## src/rtl/reservation_station_if.sv

```systemverilog
// Dispatch / CDB / issue bundle for one reservation station.
// The master side is the environment (dispatch, CDB, functional unit).
// The slave side is the station itself.
interface reservation_station_if #(
   parameter int WORD_W = 32,
   parameter int TAG_W  = 6,
   parameter int OP_W   = 4,
   parameter int DEPTH  = 8
);
   localparam int CNT_W = $clog2(DEPTH) + 1;

   logic              flush;
   logic              alloc_valid;
   logic              alloc_ready;
   logic [OP_W-1:0]   alloc_op;
   logic [TAG_W-1:0]  alloc_dest;
   logic              alloc_s1_rdy;
   logic              alloc_s2_rdy;
   logic [WORD_W-1:0] alloc_s1_val;
   logic [WORD_W-1:0] alloc_s2_val;
   logic [TAG_W-1:0]  alloc_s1_tag;
   logic [TAG_W-1:0]  alloc_s2_tag;
   logic              cdb_valid;
   logic [TAG_W-1:0]  cdb_tag;
   logic [WORD_W-1:0] cdb_val;
   logic              issue_valid;
   logic              issue_ready;
   logic [OP_W-1:0]   issue_op;
   logic [TAG_W-1:0]  issue_dest;
   logic [WORD_W-1:0] issue_a;
   logic [WORD_W-1:0] issue_b;
   logic [CNT_W-1:0]  count;

   modport master (
      output flush, alloc_valid, alloc_op, alloc_dest,
             alloc_s1_rdy, alloc_s2_rdy, alloc_s1_val, alloc_s2_val,
             alloc_s1_tag, alloc_s2_tag, cdb_valid, cdb_tag, cdb_val, issue_ready,
      input  alloc_ready, issue_valid, issue_op, issue_dest, issue_a, issue_b, count
   );

   modport slave (
      input  flush, alloc_valid, alloc_op, alloc_dest,
             alloc_s1_rdy, alloc_s2_rdy, alloc_s1_val, alloc_s2_val,
             alloc_s1_tag, alloc_s2_tag, cdb_valid, cdb_tag, cdb_val, issue_ready,
      output alloc_ready, issue_valid, issue_op, issue_dest, issue_a, issue_b, count
   );
endinterface

```

## src/rtl/reservation_station.sv

```systemverilog
// Reservation station: buffers DEPTH ops, captures operands from the CDB by tag,
// and issues the oldest ready entry to one functional unit over valid/ready.
// Age is tracked with an elder matrix; a presented-but-unaccepted entry is held
// so the payload stays stable until the unit takes it.
module reservation_station #(
   parameter int WORD_W = 32,
   parameter int TAG_W  = 6,
   parameter int OP_W   = 4,
   parameter int DEPTH  = 8
) (
   input logic clk,
   input logic rst,
   reservation_station_if.slave bus
);
   localparam int IDX_W = $clog2(DEPTH);
   localparam int CNT_W = IDX_W + 1;

   // entry storage
   logic [DEPTH-1:0]             busy, s1_rdy, s2_rdy;
   logic [DEPTH-1:0][OP_W-1:0]   op;
   logic [DEPTH-1:0][TAG_W-1:0]  dest, s1_tag, s2_tag;
   logic [DEPTH-1:0][WORD_W-1:0] s1_val, s2_val;
   // elder[i][j] = 1 when entry j was allocated before entry i
   logic [DEPTH-1:0][DEPTH-1:0]  elder;

   logic [CNT_W-1:0] cnt;
   logic             hold_valid;
   logic [IDX_W-1:0] hold_idx;

   logic [DEPTH-1:0] ready;
   logic [IDX_W-1:0] free_idx, oldest_idx, sel_idx;
   logic             any_ready, present, do_alloc, do_accept;
   logic             s1_hit, s2_hit;

   assign ready     = busy & s1_rdy & s2_rdy;
   assign any_ready = |ready;
   assign present   = hold_valid | any_ready;
   assign sel_idx   = hold_valid ? hold_idx : oldest_idx;

   assign bus.alloc_ready = (cnt < CNT_W'(DEPTH));
   assign bus.count       = cnt;
   assign bus.issue_valid = present;
   assign bus.issue_op    = present ? op[sel_idx]     : '0;
   assign bus.issue_dest  = present ? dest[sel_idx]   : '0;
   assign bus.issue_a     = present ? s1_val[sel_idx] : '0;
   assign bus.issue_b     = present ? s2_val[sel_idx] : '0;

   assign do_alloc  = bus.alloc_valid && bus.alloc_ready;
   assign do_accept = present && bus.issue_ready;

   // a source still pending at dispatch can be satisfied by this cycle's broadcast
   assign s1_hit = bus.cdb_valid && !bus.alloc_s1_rdy && (bus.alloc_s1_tag == bus.cdb_tag);
   assign s2_hit = bus.cdb_valid && !bus.alloc_s2_rdy && (bus.alloc_s2_tag == bus.cdb_tag);

   // lowest-index free slot (descending scan so the lowest index wins)
   always_comb begin
      free_idx = '0;
      for (int i = DEPTH - 1; i >= 0; i--)
         if (!busy[i]) free_idx = IDX_W'(i);
   end

   // oldest ready entry: ready with no ready entry older than it
   always_comb begin
      oldest_idx = '0;
      for (int i = 0; i < DEPTH; i++)
         if (ready[i] && ((elder[i] & ready) == '0)) oldest_idx = IDX_W'(i);
   end

   // entry state: wakeup, free on accept, write on allocate, age update
   always_ff @(posedge clk or posedge rst) begin
      if (rst) begin
         busy   <= '0;
         s1_rdy <= '0;
         s2_rdy <= '0;
         op     <= '0;
         dest   <= '0;
         s1_tag <= '0;
         s2_tag <= '0;
         s1_val <= '0;
         s2_val <= '0;
         elder  <= '0;
      end else if (bus.flush) begin
         busy <= '0;
      end else begin
         for (int i = 0; i < DEPTH; i++) begin
            if (bus.cdb_valid && busy[i] && !s1_rdy[i] && (s1_tag[i] == bus.cdb_tag)) begin
               s1_rdy[i] <= 1'b1;
               s1_val[i] <= bus.cdb_val;
            end
            if (bus.cdb_valid && busy[i] && !s2_rdy[i] && (s2_tag[i] == bus.cdb_tag)) begin
               s2_rdy[i] <= 1'b1;
               s2_val[i] <= bus.cdb_val;
            end
         end
         if (do_accept) busy[sel_idx] <= 1'b0;
         if (do_alloc) begin
            busy[free_idx]   <= 1'b1;
            op[free_idx]     <= bus.alloc_op;
            dest[free_idx]   <= bus.alloc_dest;
            s1_rdy[free_idx] <= bus.alloc_s1_rdy | s1_hit;
            s2_rdy[free_idx] <= bus.alloc_s2_rdy | s2_hit;
            s1_tag[free_idx] <= bus.alloc_s1_tag;
            s2_tag[free_idx] <= bus.alloc_s2_tag;
            s1_val[free_idx] <= s1_hit ? bus.cdb_val : bus.alloc_s1_val;
            s2_val[free_idx] <= s2_hit ? bus.cdb_val : bus.alloc_s2_val;
            // new entry is youngest: nobody treats it as elder, it sees every busy entry as elder
            for (int j = 0; j < DEPTH; j++) elder[j][free_idx] <= 1'b0;
            elder[free_idx] <= busy;
         end
      end
   end

   // occupancy count and issue hold
   always_ff @(posedge clk or posedge rst) begin
      if (rst) begin
         cnt        <= '0;
         hold_valid <= 1'b0;
         hold_idx   <= '0;
      end else if (bus.flush) begin
         cnt        <= '0;
         hold_valid <= 1'b0;
      end else begin
         cnt <= cnt + CNT_W'(do_alloc) - CNT_W'(do_accept);
         if (do_accept) begin
            hold_valid <= 1'b0;
         end else if (present) begin
            hold_valid <= 1'b1;
            hold_idx   <= sel_idx;
         end
      end
   end
endmodule

```

## src/flat_wrapper.sv

```systemverilog
// flat-port wrapper written by rule: the top's interface ports become plain ports
module reservation_station_flat 
#(
   parameter int WORD_W = 32,
   parameter int TAG_W  = 6,
   parameter int OP_W   = 4,
   parameter int DEPTH  = 8
)
  (clk, rst, bus_flush, bus_alloc_valid, bus_alloc_op, bus_alloc_dest, bus_alloc_s1_rdy, bus_alloc_s2_rdy, bus_alloc_s1_val, bus_alloc_s2_val, bus_alloc_s1_tag, bus_alloc_s2_tag, bus_cdb_valid, bus_cdb_tag, bus_cdb_val, bus_issue_ready, bus_alloc_ready, bus_issue_valid, bus_issue_op, bus_issue_dest, bus_issue_a, bus_issue_b, bus_count);
  reservation_station_if #(.WORD_W(WORD_W), .TAG_W(TAG_W), .OP_W(OP_W), .DEPTH(DEPTH)) bus_i ();
  input logic clk;
  input logic rst;
  input wire logic [$bits(bus_i.flush)-1:0] bus_flush;
  input wire logic [$bits(bus_i.alloc_valid)-1:0] bus_alloc_valid;
  input wire logic [$bits(bus_i.alloc_op)-1:0] bus_alloc_op;
  input wire logic [$bits(bus_i.alloc_dest)-1:0] bus_alloc_dest;
  input wire logic [$bits(bus_i.alloc_s1_rdy)-1:0] bus_alloc_s1_rdy;
  input wire logic [$bits(bus_i.alloc_s2_rdy)-1:0] bus_alloc_s2_rdy;
  input wire logic [$bits(bus_i.alloc_s1_val)-1:0] bus_alloc_s1_val;
  input wire logic [$bits(bus_i.alloc_s2_val)-1:0] bus_alloc_s2_val;
  input wire logic [$bits(bus_i.alloc_s1_tag)-1:0] bus_alloc_s1_tag;
  input wire logic [$bits(bus_i.alloc_s2_tag)-1:0] bus_alloc_s2_tag;
  input wire logic [$bits(bus_i.cdb_valid)-1:0] bus_cdb_valid;
  input wire logic [$bits(bus_i.cdb_tag)-1:0] bus_cdb_tag;
  input wire logic [$bits(bus_i.cdb_val)-1:0] bus_cdb_val;
  input wire logic [$bits(bus_i.issue_ready)-1:0] bus_issue_ready;
  output wire logic [$bits(bus_i.alloc_ready)-1:0] bus_alloc_ready;
  output wire logic [$bits(bus_i.issue_valid)-1:0] bus_issue_valid;
  output wire logic [$bits(bus_i.issue_op)-1:0] bus_issue_op;
  output wire logic [$bits(bus_i.issue_dest)-1:0] bus_issue_dest;
  output wire logic [$bits(bus_i.issue_a)-1:0] bus_issue_a;
  output wire logic [$bits(bus_i.issue_b)-1:0] bus_issue_b;
  output wire logic [$bits(bus_i.count)-1:0] bus_count;
  assign bus_i.flush = bus_flush;
  assign bus_i.alloc_valid = bus_alloc_valid;
  assign bus_i.alloc_op = bus_alloc_op;
  assign bus_i.alloc_dest = bus_alloc_dest;
  assign bus_i.alloc_s1_rdy = bus_alloc_s1_rdy;
  assign bus_i.alloc_s2_rdy = bus_alloc_s2_rdy;
  assign bus_i.alloc_s1_val = bus_alloc_s1_val;
  assign bus_i.alloc_s2_val = bus_alloc_s2_val;
  assign bus_i.alloc_s1_tag = bus_alloc_s1_tag;
  assign bus_i.alloc_s2_tag = bus_alloc_s2_tag;
  assign bus_i.cdb_valid = bus_cdb_valid;
  assign bus_i.cdb_tag = bus_cdb_tag;
  assign bus_i.cdb_val = bus_cdb_val;
  assign bus_i.issue_ready = bus_issue_ready;
  assign bus_alloc_ready = bus_i.alloc_ready;
  assign bus_issue_valid = bus_i.issue_valid;
  assign bus_issue_op = bus_i.issue_op;
  assign bus_issue_dest = bus_i.issue_dest;
  assign bus_issue_a = bus_i.issue_a;
  assign bus_issue_b = bus_i.issue_b;
  assign bus_count = bus_i.count;
  reservation_station #(.WORD_W(WORD_W), .TAG_W(TAG_W), .OP_W(OP_W), .DEPTH(DEPTH)) u_core (.clk(clk), .rst(rst), .bus(bus_i));
endmodule
```

## config.mk

```make
export PLATFORM = sky130hd
export DESIGN_NAME = reservation_station_flat
export DESIGN_NICKNAME = d
export VERILOG_FILES = /design/src/rtl/reservation_station_if.sv /design/src/rtl/reservation_station.sv /design/src/flat_wrapper.sv
export SDC_FILE = /design/constraint.sdc
export NUM_CORES = 2
export LEC_CHECK = 0
export CAP_MARGIN = 40
export CORE_ASPECT_RATIO = 0.5
export CORE_MARGIN = 3
export CORE_UTILIZATION = 45
export CTS_BUF_LIST = sky130_fd_sc_hd__clkbuf_8 sky130_fd_sc_hd__clkbuf_16
export CTS_CLUSTER_DIAMETER = 120
export CTS_CLUSTER_SIZE = 28
export DETAILED_ROUTE_END_ITERATION = 6
export GPL_TIMING_DRIVEN = 1
export PLACE_DENSITY_LB_ADDON = 0.12
export SLEW_MARGIN = 20
export SYNTH_ARGS = -nofsm -noshare
export SYNTH_HDL_FRONTEND = slang
export SYNTH_SLANG_ARGS = --single-unit
```

## constraint.sdc

```tcl
create_clock -name clk -period 25.4 [get_ports clk]
set_input_delay 3.81 -clock clk [delete_from_list [all_inputs] [get_ports clk]]
set_output_delay 3.81 -clock clk [all_outputs]
set_load 0.005 [all_outputs]
```

Word-level counts from Yosys, hierarchy flattened:

Cells that the tools add are included.
W data, S select, Z words.

* word-level logic and storage cells: 324
* output and inout port bits: 80
* flip-flop bits (word level): 784

* add/sub/neg operators: 2
* reductions and logical operators: 84
* bitwise operators: 26
* equal/unequal tests: 18
* order comparisons: 5
* muxes and demuxes: 127

Operator list (count)
* $mux W32: 39
* $bwmux W256: 2
* $mux W256: 2
* $bmux W32 S3: 2
* $and A8 B8 Y8: 18
* $bwmux W48: 3
* $eq A6 B6 Y1: 18
* $demux W32 S3: 1
* $bwmux W64: 1
* $logic_not A8 Y1: 7
* $mux W8: 7
* $logic_and A1 B1 Y1: 55
* $mux W3: 13
* $mux W1: 38
* $bwmux W32: 1
* $demux W8 S3: 1
* $bmux W6 S3: 1
* $demux W6 S3: 1
* $logic_not A1 Y1: 18
* $mux W6: 3
* $bwmux W8: 2
* $mux W4: 4
* $not A8 Y8: 2
* $bmux W4 S3: 1
* other kinds (15): 22

Logic depth before layout (Yosys ltp):

* word-level depth: 24
* mapped depth: 13

Worst setup path before layout:

No wires, ideal clock.

* kind: register -> output
* start point: register u_core.s1_rdy[3]
* end point: output bus_issue_a[28]
* arrival: 2.325 ns
* path buffers: 4
* stages on the path, launching flop included: 13
* required time: 21.590 ns
* path slack: 19.265 ns
* path through: dfrtp_1 > and3_1 > clkbuf_2 > a22o_1 > nor4b_4 > nor4_1 > nand2b_1 > buf_4 > buf_8 > buf_6 > a21oi_1 > nand2_1 > a32o_1

* word-level cells in the longest chain between the ends: 16
* elaborated cells between the ends (all ways): 36
* those cells by class: mux (11); bitwise (10); reduce/logical (15)

Ends and longest elaborated chain
* from (decl): line reservation_station.sv:19 `logic [DEPTH-1:0] busy, s1_rdy, s2_rdy;`
* from (signal, indexed assignment): line reservation_station.sv:100 `s1_rdy[free_idx] <= bus.alloc_s1_rdy | s1_hit;`
* $and A8 B8 Y8 (*) (2 in a row): line reservation_station.sv:35 `assign ready = busy & s1_rdy & s2_rdy;`
* $and A8 B8 Y8: line reservation_station.sv:66 `if (ready[i] && ((elder[i] & ready) == '0)) oldest_idx = IDX_W'(i);`
* $logic_not A8 Y1: line reservation_station.sv:66
* $logic_and A1 B1 Y1: line reservation_station.sv:66
* $mux W1: line reservation_station.sv:66
* $mux W2 (2 in a row): line reservation_station.sv:66
* $mux W3 (4 in a row): line reservation_station.sv:66
* $mux W3: line reservation_station.sv:38 `assign sel_idx = hold_valid ? hold_idx : oldest_idx;`
* $bmux W32 S3: line reservation_station.sv:45 `assign bus.issue_a = present ? s1_val[sel_idx] : '0;`
* $mux W32 (implied by the code): line reservation_station.sv:45
* $mux W32 (*): line reservation_station.sv:45
* to (decl): line flat_wrapper.sv:31 `output wire logic [$bits(bus_i.issue_a)-1:0] bus_issue_a;`

Mark *: on every way between the ends. The rest lies on a longest branch, timed or not. The select of a mux whose other input is x is not followed.

Final worst setup path:

* start point: register u_core.busy[4]
* end point: output bus_issue_a[13]

* word-level cells in the longest chain between the ends: 16
* elaborated cells between the ends (all ways): 36
* those cells by class: mux (11); bitwise (10); reduce/logical (15)

Ends and longest elaborated chain
* from (decl): line reservation_station.sv:19
* from (signal assigned): line reservation_station.sv:72 `busy <= '0;`
* from (signal assigned): line reservation_station.sv:83 `busy <= '0;`
* from (signal, indexed assignment): line reservation_station.sv:95 `if (do_accept) busy[sel_idx] <= 1'b0;`
* $and A8 B8 Y8 (*) (2 in a row): line reservation_station.sv:35
* $and A8 B8 Y8: line reservation_station.sv:66
* $logic_not A8 Y1: line reservation_station.sv:66
* $logic_and A1 B1 Y1: line reservation_station.sv:66
* $mux W1: line reservation_station.sv:66
* $mux W2 (2 in a row): line reservation_station.sv:66
* $mux W3 (4 in a row): line reservation_station.sv:66
* $mux W3: line reservation_station.sv:38
* $bmux W32 S3: line reservation_station.sv:45
* $mux W32 (implied by the code): line reservation_station.sv:45
* $mux W32 (*): line reservation_station.sv:45

Marked as above.

==> flow_summary_export.csv <==
group,metric,value,unit
outcome,status,"finished with violations",
outcome,violations,"design-rule violations",
yosys,synth_cell_type_count,65,
clock_network,hold_buffers,0,
clock_network,cts_tree,"built",
floorplan,initial_core_util,46.0,%
setup_path,worstPathCellList,"nand3_1 > o2111a_1 > a31o_1 > nor2_1 > a21o_4 > buf_12 > buf_4 > buf_16 > nand2_1 > a22oi_1 > a32o_1 > clkdlybuf4s50_1",
sta,setup_viol_count_final,0,
place,dp_hpwl,89.2,mm
clock_network,insertion_delay,680,ps
floorplan,fp.dieH,220,um
setup_path,crit_required,21590,ps
yosys,netlist_area,41100,um^2
pwr,power_density,71.0,nW/um^2
pwr,p_leak,20.4,nW
pwr,ir_drop,0.0631,mV
place,place_congestion,0.913,
detailed_routing,avgRoutedWirePerCell,25.6,um
floorplan,die-width,433,um
yosys,synthFlopType,"dfrtp_1",
clock_network,cts.sinks,776,
clock_network,cts_made_buffers,31,
global_route,grt-ovfl-total,0,
sta,rsz0062_at_grt,"no",
setup_path,reg2reg_depth,10,
final_layout,final_common_cell,"nand2_1",
setup_path,end_kind,"output port",
sta,slew_violations,0,
sta,tns,0,ps
place,io_buffers,211,
clock_network,cts_max_level,1,
sta,finalHoldViolations,0,
setup_path,worstPathArrival,5870,ps
pwr,switchingPower,1.13,mW
pwr,swShare,35.2,%
global_route,grt_pass1_vias,37814,
floorplan,dieArea,95300,um^2
setup_path,worst-path-stages,12,
pwr,p_comb_share,31.3,%
place,dp_slack,16380,ps
final_layout,nets,5134,
floorplan,boundaryPins,212,
yosys,synthArstFlopShare,100,%
yosys,synth-seq-area-share,47.2,%
min_path,min_path_cells,2,
detailed_routing,viasPerCell,6.33,
sta,period_minus_slack,9680,ps
sta,fin_worst_skew,32.1,ps
clock_network,post_cts_resized,0,
detailed_routing,drc,2,
sta,worst_pin_slew,969,ps
setup_path,critical_path.startpoint_type,"register",
setup_path,crit_fanout,164,
global_route,track_usage,32.3,%
clock_network,clockRootBuffer,"clkbuf_16",
yosys,syn_inst,5090,
yosys,ys_warn_count,0,
detailed_routing,drt_first_pass_iters,7,
detailed_routing,drt_wl_total,158,mm
setup_path,crit_slowest_cell,"dfrtp_1",
yosys,avgSynthCellArea,8.08,um^2
final_layout,drive_gt1_share,5.34,%
setup_path,cpPeakStageDelay,740,ps
sta,slew-limit-headroom,35.4,%
clock_network,clockBufferDepth,3,
detailed_routing,ant_nets,0,
final_layout,area_growth,10.2,%
setup_path,path_buf_inv,4,
flow_run,drv_cap,0,
global_route,antenna_found_initial,1,
floorplan,core,89400,um^2
sta,fin_ws,15720,ps
floorplan,row_count,77,
sta,max_freq,0.103,GHz
clock_network,clkTransAtPathRegs,120,ps
pwr,seqPwrFrac,49.0,%
setup_path,worstSetupPathType,"register to output port",
detailed_routing,vias,39109,
global_route,grt_pass1_wl,238,mm
clock_network,postCtsSetupBuffers,0,
detailed_routing,drtIter0Drc,5164,
place,placed_area,44300,um^2
setup_path,crit_family,"buffers and inverters",
min_path,min_path_type,"register to register",
final_layout,stdcell_area,45300,um^2
pwr,power_frac_clock,19.6,%
yosys,synth_enable_flop_cells,0,
yosys,synth_seq_cells,776,
sta,fin_crit_sh,38.1,%
global_route,grt_max_degree,181,
pwr,internal_power,2.09,mW
final_layout,final_cell_mix,"nand2_1 (1221), dfrtp_1 (776), a21oi_1 (680)",
yosys,syn-num-nets,5227,
stage by stage:
stage | instances | hold slack, ps | util, % | power, mW
after global routing | 6181 | 507 | 50.7 | 3.38
after global placement | 6116 | 456 | 48.9 | 2.56
after CTS | 6173 | 489 | 50.5 | 3.21
final | 6182 | 486 | 50.7 | 3.22
after detailed placement | 6141 | 462 | 49.6 | 2.59
after floorplan | 5090 | 439 | - | 2.20
sequential cells by signal, indices dropped and copies added, names as in the netlist, 4 cells and up, named ones only:
name,flops
u_core.s1_val,256
u_core.s2_val,256
u_core.elder,49
u_core.dest,48
u_core.s1_tag,48
u_core.s2_tag,48
u_core.op,32
u_core.busy,8
u_core.s1_rdy,8
u_core.s2_rdy,8
u_core.bus.count,4
cell type report:
type                    instances  area [um^2]
diodes                          1         2.50
clock buffers                  31          776
clock inverters                 1         8.76
fillers                      8424        44100
inverters                      18         78.8
multi-input cells            3812        19800
flip-flops and latches        776        19400
well taps                    1185         1480
repair buffers                358         3760
power groups by stage:
| stage | Combinational [mW] | Clock, mW | Sequential, mW |
|---|---|---|---|
| after global placement | 0.967 | 0 | 1.59 |
| after CTS | 0.998 | 0.641 | 1.57 |
| after global routing | 1.11 | 0.679 | 1.60 |
| after detailed placement | 0.996 | 0 | 1.59 |
| final | 1.01 | 0.632 | 1.58 |
| after floorplan | 0.632 | 0 | 1.56 |
kinds of logic after synthesis:
kind of cell    count (synthesis)  synth area share [%]
compound gates               1583                  23.1
xor+xnor                      111                  2.36
fa+ha+maj                       5                 0.170
buf+inv                       502                  5.35
flops                         776                  47.2
mux                           100                  2.54
simple gates                 2013                  19.3
synthesized netlist by cell type, types with 4 or more instances:
cell type / instances / area share [%]
nand2_1: 1223 / 11
dfrtp_1: 776 / 47
a21oi_1: 694 / 8.4
nor2_1: 645 / 5.9
o21ai_0: 450 / 5.5
clkbuf_1: 313 / 2.9
buf_2: 143 / 1.7
o22a_1: 134 / 2.9
a22oi_1: 79 / 1.4
a32o_1: 78 / 1.9
mux2i_1: 65 / 1.6
xor2_1: 65 / 1.4
a2bb2oi_1: 62 / 1.3
xnor2_1: 46 / 0.98
nand4_1: 40 / 0.61
nor3_1: 36 / 0.44
mux2_2: 35 / 0.96
o21ai_1: 28 / 0.34
nand3_1: 21 / 0.26
inv_1: 16 / 0.15
buf_6: 14 / 0.38
o32a_1: 12 / 0.29
nor2b_1: 9 / 0.14
and2_1: 7 / 0.11
buf_1: 7 / 0.064
and3_1: 6 / 0.091
nor3_2: 6 / 0.15
o31ai_1: 6 / 0.11
buf_4: 5 / 0.091
a211oi_1: 4 / 0.073
a22o_1: 4 / 0.085
ha_1: 4 / 0.12
nand2b_1: 4 / 0.061
nor3b_1: 4 / 0.073
o311ai_1: 4 / 0.085
path summary, 6_finish.rpt:
check                          startpoint                 end  slack [ps]
min reg2reg                u_core.dest[1]      u_core.dest[1]         490
min in group asynchronous             rst   u_core.s1_val[47]        3520
min                        u_core.dest[1]      u_core.dest[1]         490
max reg2reg                u_core.busy[6]  u_core.s2_val[255]       21650
max in group asynchronous             rst     u_core.dest[32]       19290
max                        u_core.busy[4]     bus_issue_a[13]       15720
per-layer routing:
metal	part of all wire [%]	vias up	track usage, %
met2	44	2347	49.7
li1	-	17046	-
met4	3.6	2	11.2
met3	10	347	5.03
met1	42	19367	46.6
met5	0.0082	-	0
worst min-delay path, cell delays in order (launching register included):
cell,delay [ps]
dfrtp_1,360
nand2_1,50
nand2_1,50
Power figures use the tool's default switching activity.
